--- src/rtl/uart_word_bridge.sv ---
// uart_word_bridge: moves a UART byte stream into word-wide RAM regions (load)
// and reads RAM regions back out as a paced byte stream (dump).
//
//   state    | meaning
//   ---------+-----------------------------------------------------------
//   IDLE     | waiting one clock after reset/abort before choosing a mode
//   LOAD     | collecting rx bytes into a word, writing each full word
//   RD_ISSUE | mem_addr presented for the next dump word
//   RD_WAIT  | counting down read latency, then latching mem_rdata
//   SEND     | waiting for tx_ready to hand the next byte to the transmitter
//   GAP      | ignoring tx_ready while the transmitter's Active flag rises
//   FIN      | region fully dumped, parked until mode/region changes
module uart_word_bridge #(
  parameter int WORD_BYTES    = 4,
  parameter int ADDR_W        = 8,
  parameter int N_REGIONS     = 2,
  parameter int DEPTH         = 256,
  parameter bit LITTLE_ENDIAN = 1'b1,
  parameter int RD_LATENCY    = 1,
  parameter int GAP_CLKS      = 0,
  localparam int W            = 8 * WORD_BYTES,
  localparam int RID_W        = (N_REGIONS > 1) ? $clog2(N_REGIONS) : 1
) (
  input  logic                 clk,
  input  logic                 rst_n,
  input  logic                 en,
  input  logic                 mode,
  input  logic [RID_W-1:0]     region,
  input  logic                 rx_valid,
  input  logic [7:0]           rx_byte,
  input  logic                 tx_ready,
  output logic                 tx_valid,
  output logic [7:0]           tx_byte,
  output logic [RID_W-1:0]     mem_region,
  output logic [ADDR_W-1:0]    mem_addr,
  output logic                 mem_we,
  output logic [W-1:0]         mem_wdata,
  input  logic [W-1:0]         mem_rdata,
  output logic [N_REGIONS-1:0] done,
  output logic                 busy,
  output logic [7:0]           checksum
);

  localparam int GAP_W = $clog2(GAP_CLKS + 2) + 1;
  localparam logic [ADDR_W-1:0] LAST_ADDR = ADDR_W'(DEPTH - 1);
  localparam logic [3:0] LAST_BYTE = 4'(WORD_BYTES - 1);
  localparam logic [3:0] ALL_BYTES = 4'(WORD_BYTES);

  typedef enum logic [2:0] {
    IDLE, LOAD, RD_ISSUE, RD_WAIT, SEND, GAP, FIN
  } state_t;

  state_t             state;
  logic               mode_q;
  logic [RID_W-1:0]   region_q;
  logic [ADDR_W-1:0]  ptr [N_REGIONS];
  logic [3:0]         bcnt;
  logic [W-1:0]       asm_word;
  logic [W-1:0]       sh;
  logic [1:0]         lat_cnt;
  logic [GAP_W-1:0]   gap_cnt;
  logic               we_r;
  logic               abort;
  logic [3:0]         lane;
  logic [W-1:0]       word_next;
  logic [7:0]         cur_byte;
  logic [W-1:0]       sh_next;

  // Any change of mode or region since the last clock cancels the operation.
  assign abort = (mode != mode_q) || (region != region_q);

  // Lane for the incoming byte and the word with that byte merged in.
  always_comb begin
    lane = LITTLE_ENDIAN ? bcnt : (LAST_BYTE - bcnt);
    word_next = asm_word;
    for (int i = 0; i < WORD_BYTES; i++) begin
      if (lane == 4'(i)) word_next[8*i +: 8] = rx_byte;
    end
  end

  // Next byte in wire order comes from one end of the shift register.
  always_comb begin
    cur_byte = LITTLE_ENDIAN ? sh[7:0] : sh[W-1 -: 8];
    sh_next  = LITTLE_ENDIAN ? (sh >> 8) : (sh << 8);
  end

  // Combinational strobe so tx_valid can never be seen while tx_ready is low.
  assign tx_valid = en && (state == SEND) && tx_ready && !abort;
  assign tx_byte  = tx_valid ? cur_byte : 8'h00;
  assign mem_we   = we_r && !mode;
  assign busy     = ((state == LOAD) && (bcnt != 4'd0)) ||
                    (state == RD_ISSUE) || (state == RD_WAIT) ||
                    (state == SEND) || (state == GAP);

  // Main controller: load assembly, dump sequencing, pointers and checksum.
  always_ff @(posedge clk or negedge rst_n) begin
    if (!rst_n) begin
      state      <= IDLE;
      mode_q     <= 1'b0;
      region_q   <= '0;
      for (int i = 0; i < N_REGIONS; i++) ptr[i] <= '0;
      bcnt       <= '0;
      asm_word   <= '0;
      sh         <= '0;
      lat_cnt    <= '0;
      gap_cnt    <= '0;
      we_r       <= 1'b0;
      mem_region <= '0;
      mem_addr   <= '0;
      mem_wdata  <= '0;
      done       <= '0;
      checksum   <= '0;
    end else if (!en) begin
      state      <= IDLE;
      mode_q     <= 1'b0;
      region_q   <= '0;
      for (int i = 0; i < N_REGIONS; i++) ptr[i] <= '0;
      bcnt       <= '0;
      asm_word   <= '0;
      sh         <= '0;
      lat_cnt    <= '0;
      gap_cnt    <= '0;
      we_r       <= 1'b0;
      mem_region <= '0;
      mem_addr   <= '0;
      mem_wdata  <= '0;
      done       <= '0;
      checksum   <= '0;
    end else begin
      mode_q   <= mode;
      region_q <= region;
      we_r     <= 1'b0;
      if (abort) begin
        state    <= IDLE;
        bcnt     <= '0;
        asm_word <= '0;
        checksum <= '0;
      end else begin
        unique case (state)
          IDLE: begin
            if (!mode) begin
              state <= LOAD;
            end else begin
              ptr[region]  <= '0;
              done[region] <= 1'b0;
              mem_addr     <= '0;
              mem_region   <= region;
              bcnt         <= '0;
              state        <= RD_ISSUE;
            end
          end
          LOAD: begin
            if (rx_valid && !done[region]) begin
              checksum <= checksum + rx_byte;
              if (bcnt == LAST_BYTE) begin
                we_r       <= 1'b1;
                mem_wdata  <= word_next;
                mem_addr   <= ptr[region];
                mem_region <= region;
                asm_word   <= '0;
                bcnt       <= '0;
                if (ptr[region] == LAST_ADDR) done[region] <= 1'b1;
                else ptr[region] <= ptr[region] + 1'b1;
              end else begin
                asm_word <= word_next;
                bcnt     <= bcnt + 1'b1;
              end
            end
          end
          RD_ISSUE: begin
            if (RD_LATENCY == 0) begin
              sh    <= mem_rdata;
              state <= SEND;
            end else begin
              lat_cnt <= 2'(RD_LATENCY - 1);
              state   <= RD_WAIT;
            end
          end
          RD_WAIT: begin
            if (lat_cnt == 2'd0) begin
              sh    <= mem_rdata;
              state <= SEND;
            end else begin
              lat_cnt <= lat_cnt - 1'b1;
            end
          end
          SEND: begin
            if (tx_ready) begin
              checksum <= checksum + cur_byte;
              sh       <= sh_next;
              bcnt     <= bcnt + 1'b1;
              gap_cnt  <= GAP_W'(GAP_CLKS + 1);
              state    <= GAP;
            end
          end
          GAP: begin
            if (gap_cnt != '0) begin
              gap_cnt <= gap_cnt - 1'b1;
            end else if (bcnt == ALL_BYTES) begin
              if (ptr[region] == LAST_ADDR) begin
                done[region] <= 1'b1;
                state        <= FIN;
              end else begin
                ptr[region] <= ptr[region] + 1'b1;
                mem_addr    <= ptr[region] + 1'b1;
                bcnt        <= '0;
                state       <= RD_ISSUE;
              end
            end else begin
              state <= SEND;
            end
          end
          FIN: state <= FIN;
          default: state <= IDLE;
        endcase
      end
    end
  end

endmodule

--- config.mk ---
export PLATFORM = sky130hd
export DESIGN_NAME = uart_word_bridge
export DESIGN_NICKNAME = d
export VERILOG_FILES = /design/src/rtl/uart_word_bridge.sv
export SDC_FILE = /design/constraint.sdc
export NUM_CORES = 1
export LEC_CHECK = 0
export BUFFER_PORTS_ARGS = -buffer_cell sky130_fd_sc_hd__clkbuf_2
export CAP_MARGIN = 10
export CORE_MARGIN = 2
export CORE_UTILIZATION = 62
export DETAILED_ROUTE_END_ITERATION = 8
export GPL_TIMING_DRIVEN = 1
export PLACE_DENSITY = 0.86
export SYNTH_ARGS = -nofsm -noshare
export SYNTH_HDL_FRONTEND = slang
export SYNTH_SLANG_ARGS = --single-unit
export TNS_END_PERCENT = 100
--- constraint.sdc ---
create_clock -name clk -period 5.3 [get_ports clk]
set_input_delay 0.265 -clock clk [delete_from_list [all_inputs] [get_ports clk]]
set_output_delay 0.265 -clock clk [all_outputs]
set_load 0.005 [all_outputs]
==> results of run 1 <==
-- power groups by stage --
stage	combinational, mW	sequential (mW)	clock [mW]
after floorplan	0.109	1.10	0
after global placement	0.162	1.10	0
after detailed placement	0.167	1.10	0
after CTS	0.169	1.09	1.22
after global routing	0.192	1.09	1.28
final	0.171	1.09	1.22
-- worst max-delay path, cell delays in order, from the launching register on --
cell and delay [ns]:
dfrtp_1 0.77, nand2b_1 0.32, nor2_4 0.25, buf_4 0.48, mux2_2 0.40, ha_1 0.34, nor3_1 0.17, nor2_1 0.06
o41ai_1 0.07, xor2_1 0.23, a21oi_1 0.09, a31o_2 0.24
-- how the worst max path moves through the flow --
stage          startpoint          end  slack (ns)  cells past startpoint
3_3_place_gp     state[2]  checksum[7]        1.95                      9
4_1_cts          state[2]  checksum[7]        1.80                     11
6_report         state[2]  checksum[7]        1.77                     11
2_1_floorplan    state[1]  checksum[7]        2.24                     12
5_1_grt          state[2]  checksum[7]        1.57                      9
3_5_place_dp     state[2]  checksum[7]        1.82                     11
-- state kept, by name, indices dropped and copies added, names as in the netlist, 2 cells and up --
signal / flops
gap_cnt: 2
mem_wdata: 32
state: 3
asm_word: 24
done: 2
ptr: 16
bcnt: 4
mem_addr: 8
checksum: 8
lat_cnt: 2
sh: 32
-- logic make-up (layout without fill, tap and decap cells) --
| group | count (synthesis) | after routing |
|---|---|---|
| buffers and inverters | 66 | 161 |
| XOR/XNOR | 21 | 21 |
| multiplexers | 64 | 64 |
| flip-flops | 137 | 137 |
| AO/OA/AOI/OAI | 172 | 172 |
| AND/OR/NAND/NOR | 254 | 254 |
| adder cells (fa/ha/maj) | 15 | 15 |
-- final cells by class --
| cell class | count | area, um2 |
|---|---|---|
| Clock buffer | 23 | 488 |
| Inverter | 16 | 60.1 |
| Sequential cell | 137 | 3430 |
| Timing Repair Buffer | 114 | 611 |
| Clock inverter | 8 | 118 |
| Multi-Input combinational cell | 526 | 3570 |
| Fill cell | 834 | 2970 |
| Tap cell | 143 | 179 |
-- cell usage in the layout, fill, tap and decap left out, types with 12 or more instances in the layout --
cell         n
a211oi_1    20
a21oi_1     24
a22o_1      30
and2_1      12
clkbuf_16   17
clkbuf_2   107
dfrtp_1    137
ha_1        14
inv_1       14
mux2i_1     52
nand2_1    118
nand3_1     24
nor2_1      53
o21ai_0     12
o31ai_1     33
xnor2_1     14
-- stage by stage --
| step | instance area (um2) | instances | hold slack, ns | utilization (%) |
|---|---|---|---|---|
| global placement | 7810 | 934 | 0.449 | 68.4 |
| finish | 8450 | 967 | 0.0556 | 74.0 |
| detailed placement | 7810 | 934 | 0.459 | 68.4 |
| CTS | 8410 | 965 | 0.0457 | 73.7 |
| floorplan | 7280 | 729 | -0.0306 | - |
| global route | 8450 | 967 | 0.0629 | 74.0 |
-- metal layers --
layer  vias to the layer above  GRT usage [%]
li1                       2777              -
met1                      2892           39.0
met2                       228           47.8
met3                        33           6.64
met4                         0           11.5
met5                         -              0
==> key figures, run 1 <==
Synthesis
  • Post-synthesis simple-gate area fraction: between 10% and 20%
  • Yosys synthesis warning count: 0
  • Synth Net Count: a little under 800
  • Share of the synthesized area in the top cell type: a little under half
  • Post-Synth XOR/XNOR Area: between 2 and 3%
  • FFs w/ async S/R, synth: 100%
  • Post-synth EDFFs: 0
  • Synth unique cells: between 70 and 80
  • Avg Cell Area, Syn: between 9 and 10 um2
  • Compound-Gate Fraction of Synth Area: ~18%
  • Synth Flop Type: dfrtp_1
  • Adder-cell area share of the yosys netlist: roughly 2.7%
  • Count leader, synth: dfrtp_1
  • FF+latch count, synth: between 100 and 150
  • Portion of netlist area occupied by mux cells: a little under a tenth
  • Commonest cells in the netlist: dfrtp_1, nand2_1, nor2_1
  • Main area contributors after synthesis: dfrtp_1, mux2i_1, nand2_1
  • Largest area contributor in the synthesized netlist: dfrtp_1
  • Combinational family with the most area after synthesis: compound AO/OA/AOI/OAI gates
  • Mapped Cells: 729
  • Seq/Total Area, Yosys: about 47%
  • Post-synthesis cell area: 7280 um2

Finish
  • # nets final: ~900
  • Synth-to-Final Area Change: 16.1%
  • Layout cells sized above 1: 22.1%
  • Diodes inserted: 0

STA
  • Final setup margin: between 1.5 and 2 ns
  • RSZ-0062 raised after global routing: no
  • Slew HR: around 37%
  • Worst Skew: about 0.0064 ns
  • F_max: between 200 and 300 MHz
  • Fin Setup TNS: 0 ns
  • Final hold violation count: 0
  • Min cycle time layout: about 3.5 ns
  • Slew Viols, Final: 0
  • Worst Tran Pin Value: about 0.95 ns
  • Count of final setup violators: 0
  • Final Cycle Share: between 60% and 70%

Die
  • Initial core utilization: between 60% and 70%
  • Core Footprint: 11400 um2
  • # rows: 39
  • Die Y: 112 um
  • Die area: 12600 um2
  • Num ports: around 110
  • Die width: 112 um

Power
  • LEAKAGE: between 3 and 4 nW
  • Power, Total: approximately 2.5 mW
  • Switching portion of total power: between 20% and 30%
  • Flop pwr share: a little over two fifths
  • P_sw: between 0.5 and 0.6 mW
  • Peak VDD IR: 0.000287 V
  • P_int: between 1.5 and 2 mW
  • Power share of the clock group: 49.2%
  • Pwr/cell area: around 290 nW/um2
  • Gate power share: ~6.9%

CTS
  • Clk_lat worst skew: approximately 0.43 ns
  • Clk buf depth: 2
  • PostCTS Resize Cnt: 0
  • Root buf cell: clkbuf_16
  • Hold_buf cts: 0
  • Clock sinks: between 100 and 150
  • CTS Buf Count: 17
  • Clock-pin slew on the worst setup and hold paths: roughly 0.060 ns
  • Postcts setup bufs: 0
  • CTS tree: done
  • H-tree levels: 4

Routing
  • DRT Pass-1 Iters: 5
  • Avg Vias per Cell: between 6 and 7
  • DRT iter0 DRCs: between 600 and 700
  • Wire length on met2: 8540 um
  • Final WL: 17400 um
  • Remaining antenna violation count: 0
  • Vias after detailed routing: between 5000 and 6000
  • Drt wl/cell: 18.0 um
  • Top sig layer: met4
  • Met3 wire length: around 1000 um
  • Met1 Wirelength: between 7000 and 8000 um
  • DRC viols: 0

Min path
  • Min-delay worst type: in -> reg
  • Worst Hold Path EP: sh[25]
  • Worst Hold Launch: mem_rdata[25]
  • Hold path depth: 3

GRT
  • Vias in the first global route: between 5000 and 6000
  • Gr usage total: between 20% and 30%
  • Global-route wire length before repair: between 20000 and 30000 um
  • Initial antenna violation count: 0
  • Overflow after GRT: 0
  • Largest net degree at the start of global routing: 92

Critical path
  • Setup crit end kind: flop
  • Crit path launch type: flop
  • Crit Path Class: reg -> reg
  • Crit-path max FO: 32
  • Critical path arrival: ~3.9 ns
  • RR Startpoint: state[2]
  • Length in cells of the worst reg-to-reg path: 11
  • R2R Path End: checksum[7]
  • Worst Path Required: 5.61 ns
  • Reg2reg setup slack: approximately 1.8 ns

Place
  • Place WS: ~1.8 ns
  • IO Port Bufs: roughly 110
  • HPWL Detailed: ~12000 um
  • Global placement routability congestion: around 0.84

Run status
  • Outcome: completed

Run
  • Max-Cap Viols: 0
Note: power is estimated with default switching activity, not from simulation.
==> run 2, diff against run 1 <==
--- a/config.mk
+++ b/config.mk
@@ -8,10 +8,10 @@
 export BUFFER_PORTS_ARGS = -buffer_cell sky130_fd_sc_hd__clkbuf_2
 export CAP_MARGIN = 10
 export CORE_MARGIN = 2
-export CORE_UTILIZATION = 62
+export CORE_UTILIZATION = 57
 export DETAILED_ROUTE_END_ITERATION = 8
 export GPL_TIMING_DRIVEN = 1
-export PLACE_DENSITY = 0.86
+export PLACE_DENSITY = 0.8
 export SYNTH_ARGS = -nofsm -noshare
 export SYNTH_HDL_FRONTEND = slang
 export SYNTH_SLANG_ARGS = --single-unit
==> constraint.sdc (replaced) <==
create_clock -name clk -period 3.7 [get_ports clk]
set_input_delay 0.185 -clock clk [delete_from_list [all_inputs] [get_ports clk]]
set_output_delay 0.185 -clock clk [all_outputs]
set_load 0.005 [all_outputs]
==> key figures, run 2 (synthesis gave the netlist of run 1 again) <==
Critical path
  • R2R Path End: checksum[7]
  • RR Startpoint: state[1]
  • Setup crit end kind: flop
  • Crit-path max FO: 16 (-50%)
  • Length in cells of the worst reg-to-reg path: 10 (-1)
  • CP Cell Sequence: nand2b_1, nor2_4, mux2_2, ha_1, a21oi_1, o211ai_1, o41ai_1, xor2_1, a21oi_1, a31o_2
  • Crit path max-delay family: compound AO/OA/AOI/OAI gates
  • Slowest library cell on the worst path: dfrtp_1
  • Reg2reg setup slack: 0.50 ns (-1.27 ns)
  • CP max stage delay: 0.55 ns (-0.22 ns)
  • Crit Path Class: reg -> reg
  • Crit path launch type: flop
  • Most used cell, CP: a21oi_1
  • CP bufs+invs: 0 (-1)
  • Worst Path Required: 4.02 ns (-1.59 ns)
  • Critical path arrival: 3.52 ns (-0.33 ns)

Routing
  • DRC viols: 0 (unchanged)
  • DRT iter0 DRCs: 495 (-21%)
  • Vias after detailed routing: 6036 (+1.8%)
  • Avg Vias per Cell: 5.99 (-2.3%)
  • Final WL: 17500 um (+0.66%)
  • DRT Pass-1 Iters: 5 (unchanged)
  • Remaining antenna violation count: 0 (unchanged)
  • Drt wl/cell: 17.4 um (-3.3%)

Finish
  • Layout cells sized above 1: 22.2% (+0.068 points)
  • # nets final: 885 (+1.3%)
  • Most frequent cells in the layout: dfrtp_1, nand2_1, clkbuf_2
  • Largest regs: mem_wdata (32), sh (32), asm_word (24)
  • Synth-to-Final Area Change: 17.5%
  • Diodes inserted: 0 (unchanged)
  • Area taken by multi-input logic gates: 3570 um2 (unchanged)
  • Register Area: 3430 um2 (unchanged)
  • Design Area, Final: 8560 um2 (+1.3%)
  • FILL cells: 960 (+15%)
  • Commonest non-fill, non-tap cell in the layout: dfrtp_1

Run
  • Max-Cap Viols: 0 (unchanged)

Place
  • HPWL Detailed: 12100 um (+3.9%)
  • Global placement routability congestion: 0.855 (+1.9%)
  • IO Port Bufs: 108 (unchanged)
  • Placed cell area: 7880 um2 (+0.90%)

Power
  • Switching portion of total power: 22.9% (about the same)
  • Peak VDD IR: 0.000274 V (-4.6%)
  • Pwr/cell area: 408 nW/um2 (+39%)
  • Power share of the clock group: 48.1% (-1.1 points)
  • P_int: 2.69 mW (+41%)
  • Flop pwr share: 44.6% (+0.7 points)
  • P_sw: 0.798 mW (+41%)
  • LEAKAGE: 3.96 nW (+0.78%)
  • Gate power share: 7.2% (+0.3 points)

CTS
  • CTS Buf Count: 17 (unchanged)
  • Clk_lat worst skew: 0.43 ns (about the same)
  • Postcts setup bufs: 0 (unchanged)
  • Root buf cell: clkbuf_16
  • CTS tree: done
  • PostCTS Resize Cnt: 0 (unchanged)
  • Clock sinks: 137 (unchanged)
  • Clk buf depth: 2 (unchanged)
  • H-tree levels: 4 (unchanged)
  • Clock-pin slew on the worst setup and hold paths: 0.06 ns (about the same)

STA
  • F_max: 313 MHz (+10%)
  • Count of final setup violators: 0 (unchanged)
  • Min cycle time layout: 3.20 ns (-0.335 ns)
  • Slew Viols, Final: 0 (unchanged)
  • RSZ-0062 raised after global routing: no
  • Hold_ws: 0.0527 ns (-0.00288 ns)
  • Fin Setup TNS: 0 ns (unchanged)
  • Final hold violation count: 0 (unchanged)
  • Final Cycle Share: 86.4% (+20 points)
  • Slew HR: 36.2% (-0.78 points)
  • Worst Tran Pin Value: 0.957 ns (+0.0117 ns)
  • Worst Skew: 0.00988 ns (+0.00345 ns)

Min path
  • Hold path depth: 3 (unchanged)
  • Worst Hold Path EP: state[0]
  • Min-delay worst type: in -> reg
  • Worst Hold Launch: tx_ready

GRT
  • Initial antenna violation count: 0 (unchanged)
  • Global-route wire length before repair: 28500 um (-3.3%)
  • Gr usage total: 27.0% (-2.5 points)
  • Largest net degree at the start of global routing: 82 (-11%)
  • Vias in the first global route: 5838 (+0.64%)
  • Overflow after GRT: 0 (unchanged)

Die
  • Core Footprint: 12600 um2 (+10%)
  • Die Y: 117 um (+4.1%)
  • Initial core utilization: 57.9% (-5.8 points)
  • Die area: 13700 um2 (+8.5%)
  • Die width: 117 um (+4.1%)
  • # rows: 41 (+5.1%)
  • Num ports: 109 (unchanged)

Run status
  • Outcome: completed
==> run 2: worst max path at each step <==
stage                        start          end  cells past startpoint
after floorplan           state[1]  checksum[7]                     12
after global placement    state[1]  checksum[7]                     10
after detailed placement  state[1]  checksum[7]                     10
after CTS                 state[1]  checksum[7]                     10
after global routing      state[1]  checksum[7]                     10
final                     state[1]  checksum[7]                     10
==> run 2: final cells by class <==
class                   instances  share of cell area [%]
inverters                      16                   0.702
clock buffers                  24                    5.86
clock inverters                 7                    1.05
repair buffers                125                    8.14
multi-input cells             526                    41.7
well taps                     172                    2.51
flip-flops and latches        137                    40.1
==> run 2: stage by stage <==
step                power [mW]  utilization, %  std cells  setup WS (ns)
finish                    3.49            68.1       1007          0.502
global placement          1.81            62.7        967          0.736
global route              3.61            68.1       1007          0.371
detailed placement        1.82            62.7        967          0.605
floorplan                 1.73               -        729          0.638
CTS                       3.51            68.1       1007          0.587
==> run 2: what timing repair did <==
action / CTS / global route
hold buffers: 9 / 0
hold endpoints to repair: 87 / 0
endpoints found under the setup margin: 0 / 0
==> run 2: power by group through the flow <==
stage | Sequential (mW) | Combinational (mW) | Clock, mW
3_5_place_dp | 1.58 | 0.244 | 0
3_3_place_gp | 1.58 | 0.234 | 0
5_1_grt | 1.56 | 0.280 | 1.77
2_1_floorplan | 1.57 | 0.155 | 0
4_1_cts | 1.56 | 0.253 | 1.70
6_report | 1.56 | 0.253 | 1.68
==> run 2: per-layer routing <==
metal	part of all wire (%)	GRT usage, %	vias to the layer above
li1	-	-	2797
met1	42	34.4	2934
met2	48	43.4	252
met3	6.3	7.00	53
met4	3.6	12.3	0
met5	0	0	-
==> run 2: worst min-delay path, stage by stage <==
cell,delay (ns)
clkbuf_2,0.13
inv_1,0.06
a221oi_1,0.06
